### config.mk
export PLATFORM = sky130hd
export DESIGN_NAME = flash_sample_reader_flat
export DESIGN_NICKNAME = d
export VERILOG_FILES = /design/src/rtl/flash_sample_reader_pkg.sv /design/src/rtl/flash_sample_reader_if.sv /design/src/rtl/flash_sample_reader_timeout.sv /design/src/rtl/flash_sample_reader.sv /design/src/flat_wrapper.sv
export SDC_FILE = /design/constraint.sdc
export NUM_CORES = 1
export LEC_CHECK = 0
export ABC_AREA = 1
export BUFFER_PORTS_ARGS = -buffer_cell sky130_fd_sc_hd__buf_2
export CAP_MARGIN = 30
export CORE_AREA = 10 10 136 76
export DETAILED_ROUTE_END_ITERATION = 16
export DIE_AREA = 0 0 146 86
export PLACE_DENSITY = 0.76
export SETUP_SLACK_MARGIN = 0.5
export SLEW_MARGIN = 20
export SYNTH_ARGS = -nofsm -noshare
export SYNTH_HDL_FRONTEND = slang
export SYNTH_SLANG_ARGS = --single-unit
### constraint.sdc
create_clock -name clk -period 1.2 [get_ports clk]
set_input_delay 0.06 -clock clk [delete_from_list [all_inputs] [get_ports clk]]
set_output_delay 0.06 -clock clk [all_outputs]
set_load 0.1 [all_outputs]
### src/rtl/flash_sample_reader_pkg.sv
// Shared types and constants for the flash sample reader.
package flash_reader_pkg;

    typedef enum logic [2:0] {
        ST_IDLE,
        ST_REQ,
        ST_WAIT_DATA,
        ST_WAIT_TICK0,
        ST_WAIT_TICK1,
        ST_DONE
    } state_e;

    localparam logic [3:0] BYTEENABLE_ALL         = 4'hF;
    localparam int         FLASH_AW_DEFAULT       = 23;
    localparam int         TIMEOUT_CYCLES_DEFAULT = 255;

    function automatic logic [15:0] pick_half(input logic [31:0] word, input logic upper);
        return upper ? word[31:16] : word[15:0];
    endfunction

endpackage

### src/rtl/flash_sample_reader_if.sv
// Avalon-MM read-only bus between the sample reader (master) and flash (slave).
interface flash_sample_reader_if
    import flash_reader_pkg::*;
#(
    parameter int FLASH_AW = FLASH_AW_DEFAULT
) ();

    logic                read;
    logic [FLASH_AW-1:0] address;
    logic [3:0]          byteenable;
    logic                waitrequest;
    logic [31:0]         readdata;
    logic                readdatavalid;

    modport master (
        output read, address, byteenable,
        input  waitrequest, readdata, readdatavalid
    );

    modport slave (
        input  read, address, byteenable,
        output waitrequest, readdata, readdatavalid
    );

endinterface

### src/rtl/flash_sample_reader_timeout.sv
// Down-counter that flags when readdatavalid has been missing for TIMEOUT_CYCLES cycles.
module flash_timeout_counter #(
    parameter int TIMEOUT_CYCLES = 255
) (
    input  logic clk,
    input  logic rst,
    input  logic load,
    input  logic enable,
    output logic expired
);

    localparam int CW = $clog2(TIMEOUT_CYCLES + 1);
    localparam logic [CW-1:0] LOAD_VAL = CW'(TIMEOUT_CYCLES - 1);

    logic [CW-1:0] cnt_q, cnt_d;

    always_comb begin
        cnt_d = cnt_q;
        if (load) begin
            cnt_d = LOAD_VAL;
        end else if (enable && (cnt_q != '0)) begin
            cnt_d = cnt_q - 1'b1;
        end
    end

    always_ff @(posedge clk or negedge rst) begin
        if (!rst) begin
            cnt_q <= LOAD_VAL;
        end else begin
            cnt_q <= cnt_d;
        end
    end

    // The first waiting cycle sees LOAD_VAL, so zero marks the last allowed cycle.
    assign expired = enable && (cnt_q == '0);

endmodule

### src/rtl/flash_sample_reader.sv
// Reads one 32-bit flash word and emits its two 16-bit samples on sample ticks.
// Optional FLASH_TIMEOUT_EN: bounded wait for readdatavalid with sticky timeout_err.
module flash_sample_reader
    import flash_reader_pkg::*;
#(
    parameter int FLASH_AW       = FLASH_AW_DEFAULT,
    parameter int TIMEOUT_CYCLES = TIMEOUT_CYCLES_DEFAULT
) (
    input  logic                  clk,
    input  logic                  rst,
    input  logic                  start,
    input  logic [FLASH_AW-1:0]   address,
    input  logic                  backwards,
    input  logic                  sample_tick,
    flash_sample_reader_if.master flash_mem,
    output logic [15:0]           audio_data,
    output logic                  sample_valid,
    output logic                  finish,
    output logic                  timeout_err
);

    state_e              state_q, state_d;
    logic                read_q, read_d;
    logic [FLASH_AW-1:0] addr_q, addr_d;
    logic                back_q, back_d;
    logic [31:0]         word_q, word_d;
    logic [15:0]         audio_q, audio_d;
    logic                sv_q, sv_d;
    logic                fin_q, fin_d;
    logic                terr_q, terr_d;
    logic                tmo_expired;

`ifdef FLASH_TIMEOUT_EN
    flash_timeout_counter #(
        .TIMEOUT_CYCLES (TIMEOUT_CYCLES)
    ) u_timeout (
        .clk     (clk),
        .rst     (rst),
        .load    (state_q == ST_REQ),
        .enable  (state_q == ST_WAIT_DATA),
        .expired (tmo_expired)
    );
`else
    assign tmo_expired = 1'b0;
`endif

    always_comb begin
        state_d = state_q;
        read_d  = read_q;
        addr_d  = addr_q;
        back_d  = back_q;
        word_d  = word_q;
        audio_d = audio_q;
        sv_d    = 1'b0;
        fin_d   = 1'b0;
        terr_d  = terr_q;
        case (state_q)
            ST_IDLE: begin
                if (start) begin
                    addr_d  = address;
                    back_d  = backwards;
                    read_d  = 1'b1;
                    state_d = ST_REQ;
                end
            end
            ST_REQ: begin
                if (!flash_mem.waitrequest) begin
                    read_d  = 1'b0;
                    state_d = ST_WAIT_DATA;
                end
            end
            ST_WAIT_DATA: begin
                if (flash_mem.readdatavalid) begin
                    word_d  = flash_mem.readdata;
                    state_d = ST_WAIT_TICK0;
                end else if (tmo_expired) begin
                    word_d  = 32'h0;
                    terr_d  = 1'b1;
                    state_d = ST_WAIT_TICK0;
                end
            end
            ST_WAIT_TICK0: begin
                if (sample_tick) begin
                    audio_d = pick_half(word_q, back_q);
                    sv_d    = 1'b1;
                    state_d = ST_WAIT_TICK1;
                end
            end
            ST_WAIT_TICK1: begin
                if (sample_tick) begin
                    audio_d = pick_half(word_q, !back_q);
                    sv_d    = 1'b1;
                    state_d = ST_DONE;
                end
            end
            ST_DONE: begin
                fin_d   = 1'b1;
                state_d = ST_IDLE;
            end
            default: state_d = ST_IDLE;
        endcase
    end

    always_ff @(posedge clk or negedge rst) begin
        if (!rst) begin
            state_q <= ST_IDLE;
            read_q  <= 1'b0;
            addr_q  <= '0;
            back_q  <= 1'b0;
            word_q  <= 32'h0;
            audio_q <= 16'h0;
            sv_q    <= 1'b0;
            fin_q   <= 1'b0;
            terr_q  <= 1'b0;
        end else begin
            state_q <= state_d;
            read_q  <= read_d;
            addr_q  <= addr_d;
            back_q  <= back_d;
            word_q  <= word_d;
            audio_q <= audio_d;
            sv_q    <= sv_d;
            fin_q   <= fin_d;
            terr_q  <= terr_d;
        end
    end

    assign flash_mem.read       = read_q;
    assign flash_mem.address    = addr_q;
    assign flash_mem.byteenable = BYTEENABLE_ALL;
    assign audio_data           = audio_q;
    assign sample_valid         = sv_q;
    assign finish               = fin_q;
    assign timeout_err          = terr_q;

endmodule

### src/flat_wrapper.sv
// flat-port wrapper written by rule: the top's interface ports become plain ports
module flash_sample_reader_flat import flash_reader_pkg::*;
#(
    parameter int FLASH_AW       = FLASH_AW_DEFAULT,
    parameter int TIMEOUT_CYCLES = TIMEOUT_CYCLES_DEFAULT
)
  (clk, rst, start, address, backwards, sample_tick, audio_data, sample_valid, finish, timeout_err, flash_mem_read, flash_mem_address, flash_mem_byteenable, flash_mem_waitrequest, flash_mem_readdata, flash_mem_readdatavalid);
  flash_sample_reader_if #(.FLASH_AW(FLASH_AW)) flash_mem_i ();
  input  logic clk;
  input  logic rst;
  input  logic start;
  input  logic [FLASH_AW-1:0] address;
  input  logic backwards;
  input  logic sample_tick;
  output logic [15:0] audio_data;
  output logic sample_valid;
  output logic finish;
  output logic timeout_err;
  output wire logic [$bits(flash_mem_i.read)-1:0] flash_mem_read;
  output wire logic [$bits(flash_mem_i.address)-1:0] flash_mem_address;
  output wire logic [$bits(flash_mem_i.byteenable)-1:0] flash_mem_byteenable;
  input wire logic [$bits(flash_mem_i.waitrequest)-1:0] flash_mem_waitrequest;
  input wire logic [$bits(flash_mem_i.readdata)-1:0] flash_mem_readdata;
  input wire logic [$bits(flash_mem_i.readdatavalid)-1:0] flash_mem_readdatavalid;
  assign flash_mem_read = flash_mem_i.read;
  assign flash_mem_address = flash_mem_i.address;
  assign flash_mem_byteenable = flash_mem_i.byteenable;
  assign flash_mem_i.waitrequest = flash_mem_waitrequest;
  assign flash_mem_i.readdata = flash_mem_readdata;
  assign flash_mem_i.readdatavalid = flash_mem_readdatavalid;
  flash_sample_reader #(.FLASH_AW(FLASH_AW), .TIMEOUT_CYCLES(TIMEOUT_CYCLES)) u_core (.clk(clk), .rst(rst), .start(start), .address(address), .backwards(backwards), .sample_tick(sample_tick), .flash_mem(flash_mem_i), .audio_data(audio_data), .sample_valid(sample_valid), .finish(finish), .timeout_err(timeout_err));
endmodule
**Word-level counts from Yosys, hierarchy flattened**

Index checks and enable logic that the tools add are counted.
W data, S select, Z words.

- Bits in registers: 78

- Eq/ne operators: 10
- Muxes and demuxes: 17
- Reduce and logical (&&, ||, !) cells: 9

Operators by type and width:

| cell | number |
|---|---|
| $mux W16 | 4 |
| $pmux W16 S2 | 1 |
| $mux W3 | 5 |
| $pmux W3 S5 | 1 |
| $ne A2 B2 Y1 const B | 5 |
| $eq A3 B2 Y1 const B | 2 |
| $eq A3 B3 Y1 const B | 2 |
| $reduce_and A3 Y1 | 2 |
| $mux W1 | 5 |
| $reduce_and A5 Y1 | 1 |
| $reduce_and A2 Y1 | 2 |
| $reduce_bool A2 Y1 | 2 |
| $eq A3 B1 Y1 const B | 1 |
| $logic_not A3 Y1 | 1 |
| $pmux W1 S2 | 1 |
| $reduce_or A2 Y1 | 1 |

**Longest topological paths before layout**

Gate-level depths: netlist of run 1.

- Word-level depth: 3
- Mapped depth: 9
- Gate-level depth less buffers: 7

**Least setup slack after synthesis of run 1**

No wires, ideal clock.

- Path type: register -> register
- From: register u_core.state_q[1]
- To: register u_core.addr_q[10], in the netlist u_core.flash_mem.address[10]
- Setup time: 0.125 ns
- Data arrival time: 1.142 ns
- Path slack: -0.067 ns
- Cell stages (with the launch flop): 8
- Path buffers: 3
- Path through: dfrtp_1 buf_4 nor2_2 nand3_2 buf_4 buf_4 nand2_1 o21ai_1

- Word-level cells in the longest chain between the ends: 2

Ends and longest elaborated chain:

| element | RTL line | RTL |
|---|---|---|
| start: declaration | flash_sample_reader.sv:22 | `state_e state_q, state_d;` |
| start signal: assignment | flash_sample_reader.sv:116 | `state_q <= state_d;` |
| $logic_not A3 Y1 | flash_sample_reader.sv:57 | `case (state_q)` |
| $reduce_and A2 Y1 (no source line) | n/a |  |
| end signal: assignment | flash_sample_reader.sv:118 | `addr_q <= addr_d;` |
| end: declaration | flash_sample_reader.sv:24 | `logic [FLASH_AW-1:0] addr_q, addr_d;` |

No other way between the ends.
A chain may end at the register's enable or synchronous reset.

**Final worst setup path of run 1**

- From: register u_core.state_q[1]
- To: register u_core.audio_q[15], in the netlist u_core.audio_data[15]

- Word-level cells in the longest chain between the ends: 3

Ends and longest elaborated chain:

| element | RTL line | RTL |
|---|---|---|
| $eq A3 B3 Y1 / $eq A3 B2 Y1 (equally long branches) | flash_sample_reader.sv:57 |  |
| $ne A2 B2 Y1 (no source line) / $reduce_bool A2 Y1 (equally long branches) | n/a |  |
| $reduce_and A3 Y1 (no source line) | n/a |  |
| end signal: assignment | flash_sample_reader.sv:121 | `audio_q <= audio_d;` |
| end: declaration | flash_sample_reader.sv:27 | `logic [15:0] audio_q, audio_d;` |

Several ways; a longest one is shown, not always the timed one.

==> out/summary.md, run 1 <==
The final reports fail on negative hold slack, negative setup slack. The data arrival time of the critical path came out at 1690 ps. The slack of the worst reg-to-reg path was -260 ps.

The flow ran to the end, but the final reports show violations. X dimension of the die: 146 µm. In this run the static leakage power is 3.29 nW.

After synthesis, the cell types taking the most area are dfrtp_1, nand2_1, inv_1. The logs give -257 ps for the post-layout worst setup margin and 627 for the number of violations reported at the end of detailed-routing iteration 0. Synthesis inferred 78 register bits. The nature of the critical path startpoint is a flip-flop. The area share of xor/xnor cells in the synthesized design works out to 0. The via count of the first global-routing pass is 4223, and the number of buffer and inverter instances along the worst setup path is 2.

Using the TritonRoute via totals, the vias-per-cell ratio works out to 5.66. The tools report the vias after detailed routing as 4377. The worst register-to-register path has a depth of 8.

Walking the worst path, the cells encountered are buf_6 > nor2_4 > nand2_4 > buf_6 > nand2_2 > nand2_1 > nand2_1 > nand2_1. The area growth from synthesis to final layout is 84.9%. The clock slew at the register clock pins of the worst setup and hold paths came out at 70 ps. Port buffering added 103 buffers.

The utilization after layout was 0.863. The element type at the critical path end was a flip-flop. The worst-case clock skew came out at 15.2 ps. For the count of endpoints failing hold in the final timing report, the log shows 79.

The number of flops mapped to enable cells by yosys works out to 0. The critical path is of the reg2reg type. The tool flagged a number of max-cap violations equal to 0. The most used standard cell by instance count after synthesis is nand2_1. The length of routed met3 wiring came out at 2160 µm. For the largest voltage drop on the vdd net, the log shows 2660 µV.

Of all nets on the critical path, the largest fanout is 4. The fraction of layout instances using a drive strength above 1 came out at 0.446. On the critical path, the stage with the largest delay is an instance of dfrtp_1. The cell family contributing the most delay on the critical path is simple AND/OR/NAND/NOR gates. The endpoint identified for the worst register-to-register timing path is u_core.audio_data[15]. The clock passes through at most 2 buffers. The final wirelength came out at 16800 µm. TritonCTS built the clock tree. The mean cell area of the mapped netlist came out at 7.75 µm². Sorting the synthesized cells by how often they occur yields nand2_1, dfrtp_1, inv_1. The complex-gate fraction of the synthesized area came out at 0.125. Counting every instance in the synthesized netlist gives 473. The run gives 686 MHz as the timing-limited maximum frequency. For the number of fill cells in the layout, the log shows 336. In this run the critical register-to-register path is launched from u_core.state_q[1]. Counting stages on the worst path, the most repeated cell is nand2_1. Of all cell types, the one taking the most synthesized area is dfrtp_1. The post-synthesis mux area share is 0, and the post-synthesis simple-gate area fraction is 0.230. Setup violations remaining at the end of the flow were counted as 76. The global-route usage over all layers is 0.216. In this run the top signal layer used is met4.

For this run, the leading register cell type out of synthesis is dfrtp_1. The logs give 360 ps for the worst-skew pair later-pin latency and 7940 µm for the routed length on met2. The floorplan has 23 rows.

After floorplanning, the core was sized to cover 7860 µm². Once detailed placement completed, the half-perimeter wirelength came to 7110 µm. The count of antenna diodes in the layout came out at 0.

The run gives 0.532 as the sequential fraction of the synthesis area. Remaining global-route overflow: 0. Path type of the worst min-delay path: in2async. The root buffer cell was clkbuf_16. The die is 86 µm tall. After layout, the minimum clock period comes to 1460 ps. The adder-cell share of the synthesized area was 0; the final worst hold slack was -400 ps. The clock power share is 0.130. The tools report the number of nets still failing antenna checks after routing as 0.

The run gives 9 as the number of buffers created by CTS. The run gives 718 as the final net count. The fraction of synthesis flops using an asynchronous set or reset pin was 1.00. In the final routed layout, each cell accounts on average for 21.7 µm.

The share of the clock period used by the worst path is 1.21. The run gives 0.775 as the final weighted congestion of routability-driven global placement. For the maximum number of pins on one net before global-route repair, the log shows 41. The tools report the launching instance or port of the critical path as u_core.state_q[1].

Dividing total power by cell area gives a power density of 3490 nW/µm². The logs give 0.0121 W for the switching power summed over all nets and 78 for the total number of clock tree sinks. Setup repair after global routing could not meet its margin everywhere.

The wire length of the first global-routing pass is 21800 µm. The main combinational cell family by area after synthesis was simple AND/OR/NAND/NOR gates. Number of warnings issued by yosys: 0. The internal portion of total power is 0.0116 W, and the total DRC errors in the routed layout is 0. The sequential share of power was 0.237. 109 I/O pins were placed.

The number of different library cells used by synthesis comes to 23. At the worst endpoint, the required time is 1440 ps. Summing every instance area after synthesis gives 3670 µm². The total count of max-transition violations in the final report is 0, and the fraction of synthesized cell area taken by the top area cell type is 0.532. Power comes to 0.0237 W.

For the number of antenna violations at the first check in global routing, the log shows 0. The switching power share of the total came out at 0.511. The die covers 12600 µm². The starting utilization of the core area is 0.467. In this run the number of H-tree levels came out at 3. For the share of power burned in combinational logic, the log shows 0.632. The worst stage delay on the critical path was 420 ps. The met1 routed wirelength after detailed routing came out at 5790 µm.

The run gives 6 as the total iterations of the first detailed-routing run.
## flip-flops by register name (all words and copies together), names as in the netlist
signal	count
u_core.sample_valid	1
u_core.finish	1
u_core.flash_mem.read	1
u_core.state_q	3
u_core.audio_data	16
u_core.word_q	32
u_core.flash_mem.address	23
u_core.back_q	1
## metrics by stage
step | cell area [µm²] | std cells | worst slack [ps] | TNS, ps
floorplan | 3930 | 476 | -12.4 | -375
global placement | 5180 | 681 | -56.2 | -656
detailed placement | 5180 | 681 | -128 | -2780
CTS | 6290 | 759 | -66.5 | -3390
global route | 6780 | 773 | -362 | -14640
finish | 6780 | 773 | -257 | -11630
## kinds of logic (layout without fill, tap and decap cells)
group           after synthesis  in the layout
flops                        78             78
other cells                   2              5
compound gates               91             91
simple gates                211            211
buf+inv                      91            276
## power groups by stage
stage               logic [W]  clock network, W  registers, W
finish                 0.0150           0.00308       0.00562
CTS                    0.0129           0.00304       0.00541
global route           0.0156           0.00319       0.00569
global placement       0.0120                 0       0.00536
floorplan             0.00340                 0       0.00987
detailed placement     0.0121                 0       0.00544
## placed cells by master, fill, tap and decap left out, types with 12 or more instances in the layout
cell type,n
inv_1,58
o21ai_1,23
nor2_1,12
nand2_1,136
o21ai_0,29
dlygate4sd3_1,56
buf_12,51
nor2_2,17
nand2_2,22
dfrtp_1,34
buf_2,60
clkbuf_16,12
buf_4,19
a21oi_2,22
dfrtp_4,42
## cell type report
type	count	area (µm²)	area share
clock buffer	13	260	0.0384
clock inverter	3	68.8	0.0101
inverter	63	254	0.0375
multi-input combinational	307	1700	0.251
sequential	78	2110	0.311
tap	112	140	0.0207
timing repair buffer	197	2240	0.331
## per-layer routing
metal  GRT usage  vias up
li1            -     1814
met3      0.0991      120
met2       0.370      379
met5           0        -
met1       0.227     2064
met4       0.103        0
## worst max path at each step
stage | endpoint | slack [ps] | cells past startpoint
floorplan | u_core.word_q[23] | -10 | 7
global placement | u_core.word_q[11] | -60 | 5
detailed placement | u_core.audio_data[1] | -130 | 8
CTS | u_core.audio_data[6] | -70 | 8
global route | u_core.audio_data[4] | -360 | 6
finish | u_core.audio_data[15] | -260 | 8
## worst reg2reg max path: stages (launching register included)
cell and delay [ps]:
dfrtp_1 420, buf_6 160, nor2_4 140, nand2_4 130
buf_6 170, nand2_2 60, nand2_1 60, nand2_1 120
nand2_1 90
## what timing repair did
action                     CTS  global route
buffers inserted             4            10
pin swaps                    3            38
hold buffers                55             1
setup endpoints to repair  120           120
cloned                       3             3
gates resized for setup     25            98
hold endpoints to repair   133            79
(Power assumes the default switching activity.)
==> inputs of run 2 (changes only) <==
Settings changed: CTS_BUF_LIST from default to sky130_fd_sc_hd__clkbuf_4, CTS_CLUSTER_DIAMETER from default to 60, SYNTH_HIERARCHICAL from default to 1.
==> run 2 against run 1 <==
Net effect: the flow still finishes with violations (negative hold slack, negative setup slack); flip-flop and latch count is the same; global-route usage decreased by 3.7 points; clock skew is essentially flat.
==> out/summary.md, run 2 <==
Setup repair after global routing could not meet its margin everywhere. The average wire per standard cell is 16.1 µm. The number of hold buffers added after CTS was 57.

The timing-limited maximum frequency came out at 729 MHz. The count of endpoints failing hold in the final timing report is 1, and the mean cell area of the mapped netlist is 7.71 µm². The number of fill cells in the layout was 473; the number of flip-flops in the largest register was 32. The fraction of layout instances using a drive strength above 1 came out at 0.330.

The logs give 12500 µm for the final wirelength and 0 for the remaining global-route overflow. Clock latency on the worst-skew pair, taken at its later pin, is 440 ps. The clock period minus worst slack was 1370 ps; the number of placed cells counting well taps was 692. Before antenna repair, the detailed router went through 6 iterations. For this run, the number of standard cells in the final layout without fillers is 777. The final worst hold slack is -13.5 ps, and the reported max-cap violation count is 0. For the via count of the first global-routing pass, the log shows 3839.

The vias after detailed routing is 3848, and the fraction of synthesis flops using an asynchronous set or reset pin is 1.00. Synthesis handed over a netlist of 483 instances. The tree is rooted in a clkbuf_4. The library cells used most frequently in the layout, excluding fill and tap cells, are nand2_1, inv_1, buf_2.

During I/O placement, the number of pins put on the boundary was 109. At the worst endpoint, the required time is 1530 ps. After detailed routing, the number of remaining DRC violations is 0.

On the final layout, the worst clock skew is 15.3 ps. The worst stage delay on the critical path works out to 500 ps. The number of buffers created by CTS came out at 9. The die is 86 µm tall. In this run the critical register-to-register path is launched from u_core/state_q[1]. The standby leakage power came out at 3.14 nW. Post-DP HPWL: 6970 µm.

At the end of the flow, the number of nets in the layout was 721. The number of antenna violations at the first check in global routing is 0. The number of nets still failing antenna checks after routing is 0. Data arrival time of the critical path: 1710 ps. The tools report the sequential share of power as 0.272. The clock power share is 0.071. In the synthesized netlist, the cells that appear most often are nand2_1, dfrtp_1, inv_1. The slowest stage of the critical path belongs to the cell dfrtp_2. The maximum number of pins on one net before global-route repair is 79.

The synthesized design contains 78 register bits. The endpoint of the most critical register-to-register path was u_core/audio_data[0]. The final setup TNS was -6090 ps.

For the total die area, the log shows 12600 µm². Walking the worst path, the cells encountered are nor2_8 > nand2_4 > nand2_4 > nand2_8 > buf_12 > nand2_1 > nand2_1. Along the worst path, the maximum fanout reaches 16. Most frequent standard cell in the layout excluding fill and tap cells: nand2_1. Before CTS, the worst setup slack after placement is -114 ps. For the slack of the worst reg-to-reg path, the log shows -170 ps. The fraction of synthesized cell area taken by the top area cell type was 0.524. The run gives 1810 µV as the largest voltage drop on the vdd net. Input and output buffers added on the ports amount to 103. Summed over all nets, the switching power comes to 0.0103 W. For the worst flop-to-flop path, the logic depth is 7. The number of warnings issued by yosys came out at 6. From left edge to right edge, the die measures 146 µm. STA classifies the critical path startpoint as a flip-flop.

Relative to the synthesized area, the layout overhead comes to 66.1%. In the post-synthesis netlist, the biggest area contributors are dfrtp_1, nand2_1, o21ai_0. The worst setup path is captured at a flip-flop. The wire length of the first global-routing pass is 18300 µm, and the clock slew at the register clock pins of the worst setup and hold paths is 120 ps. The mean number of vias per cell was 4.95.

The share of power burned in combinational logic came out at 0.657. The worst setup path is of the reg2reg kind. TritonCTS built the clock tree. The share of the clock period used by the worst path is 1.14.

The switching power share of the total was 0.520; the placeable core area was 7860 µm². The starting utilization of the core area was 0.474. The summed instance area of the synthesized netlist was 3720 µm².

Among all cell types in the netlist, the one instantiated most often is nand2_1. Counting instances, the worst hold path has a depth of 3. The tools report the number of violations reported at the end of detailed-routing iteration 0 as 332. For this run, the leading register cell type out of synthesis is dfrtp_1. Setup-violating endpoint count in the final report: 78.

For hold timing, the worst endpoint is u_core/sample_valid. Counting every sink on the clock net gives 78. The global-route usage over all layers is 0.179. Path type of the worst min-delay path: in2reg. The startpoint identified for the worst hold timing path is sample_tick.

H-tree depth: 3. The run finished, with violations left. The tools report the post-layout worst setup margin as -171 ps.

The deepest clock path buffer count is 2, and the count of different cell masters after synthesis is 21. The floorplan has 23 rows. The number of flops mapped to enable cells by yosys came out at 0. The checks that failed: negative hold slack, negative setup slack. Ranked by flip-flop count, first place goes to u_core/word_q.

The congestion estimate from routability-driven global placement came to 0.776. In this run the power density over the cells is 3210 nW/µm². dfrtp_1 takes more of the synthesized area than any other cell. The internal portion of the total power is 0.00951 W. The tools report the total count of max-transition violations in the final report as 0. The run gives 0.524 as the sequential fraction of the synthesis area.
## run 2: changes by cell type after synthesis, moves of 3 or more
cell | previous run | this run
nor2_1 | 34 | 37
inv_1 | 59 | 62
clkbuf_1 | 3 | 6
o21ai_1 | 25 | 5
nand2_1 | 163 | 166
nand3_1 | 3 | 6
o21ai_0 | 32 | 52
nand2_4 | 0 | 3
## run 2: kinds of logic (layout without fill, tap and decap cells)
family / count (synthesis) / count (layout) / share of synthesized area
buffers and inverters: 95 / 273 / 0.115
other: 2 / 6 / 0.00202
AOI/OAI and AO/OA: 90 / 90 / 0.121
and+or+nand+nor: 218 / 218 / 0.238
DFF: 78 / 78 / 0.524
## run 2: power groups by stage
| stage | clock (W) | combinational, W | sequential (W) |
|---|---|---|---|
| 2_1_floorplan | 0 | 0.00344 | 0.00959 |
| 3_3_place_gp | 0 | 0.0117 | 0.00532 |
| 3_5_place_dp | 0 | 0.0120 | 0.00537 |
| 4_1_cts | 0.00145 | 0.0123 | 0.00534 |
| 5_1_grt | 0.00156 | 0.0138 | 0.00550 |
| 6_report | 0.00141 | 0.0130 | 0.00539 |
## run 2: worst max-delay path: cells and delay by family (launching register included)
kind / cells / cell delay, ps
and+or+nand+nor: 6 / 610
DFF: 1 / 500
buffers and inverters: 1 / 160
## run 2: area by class of cell
class	instances	area [µm²]	share of cell area
Antenna cell	1	2.50	0.000405
Multi-Input combinational cell	313	1430	0.231
Sequential cell	78	2110	0.341
Timing Repair Buffer	192	2130	0.345
Clock inverter	3	13.8	0.00223
Inverter	65	256	0.0415
Tap cell	112	140	0.0227
Clock buffer	13	97.6	0.0158
## run 2: worst max path at each step
stage,startpoint,cells after the start,slack [ps],to
2_1_floorplan,u_core/state_q[0],9,-40,u_core/audio_data[10]
3_3_place_gp,u_core/state_q[0],7,-60,u_core/audio_data[14]
3_5_place_dp,u_core/state_q[0],7,-110,u_core/audio_data[12]
4_1_cts,u_core/state_q[0],7,-80,u_core/audio_data[12]
5_1_grt,u_core/state_q[1],8,-190,u_core/audio_data[12]
6_report,u_core/state_q[1],7,-170,u_core/audio_data[0]
## run 2: metal layers
metal,share of wire,vias up,track usage
met4,0.035,0,0.0804
li1,-,1817,-
met5,0,-,0
met2,0.51,184,0.323
met1,0.37,1809,0.181
met3,0.079,38,0.0744
## run 2: through the flow
| step | util | instance area, µm² | power [W] |
|---|---|---|---|
| CTS | 0.763 | 5990 | 0.0191 |
| global route | 0.787 | 6180 | 0.0209 |
| global placement | 0.668 | 5250 | 0.0171 |
| floorplan | - | 3930 | 0.0130 |
| detailed placement | 0.668 | 5250 | 0.0173 |
| finish | 0.787 | 6180 | 0.0198 |
## run 2: timing repair
item,CTS,global route
cloned,0,4
setup buffers,3,4
endpoints found under the setup margin,120,120
resized for setup,18,18
hold endpoints to repair,135,1
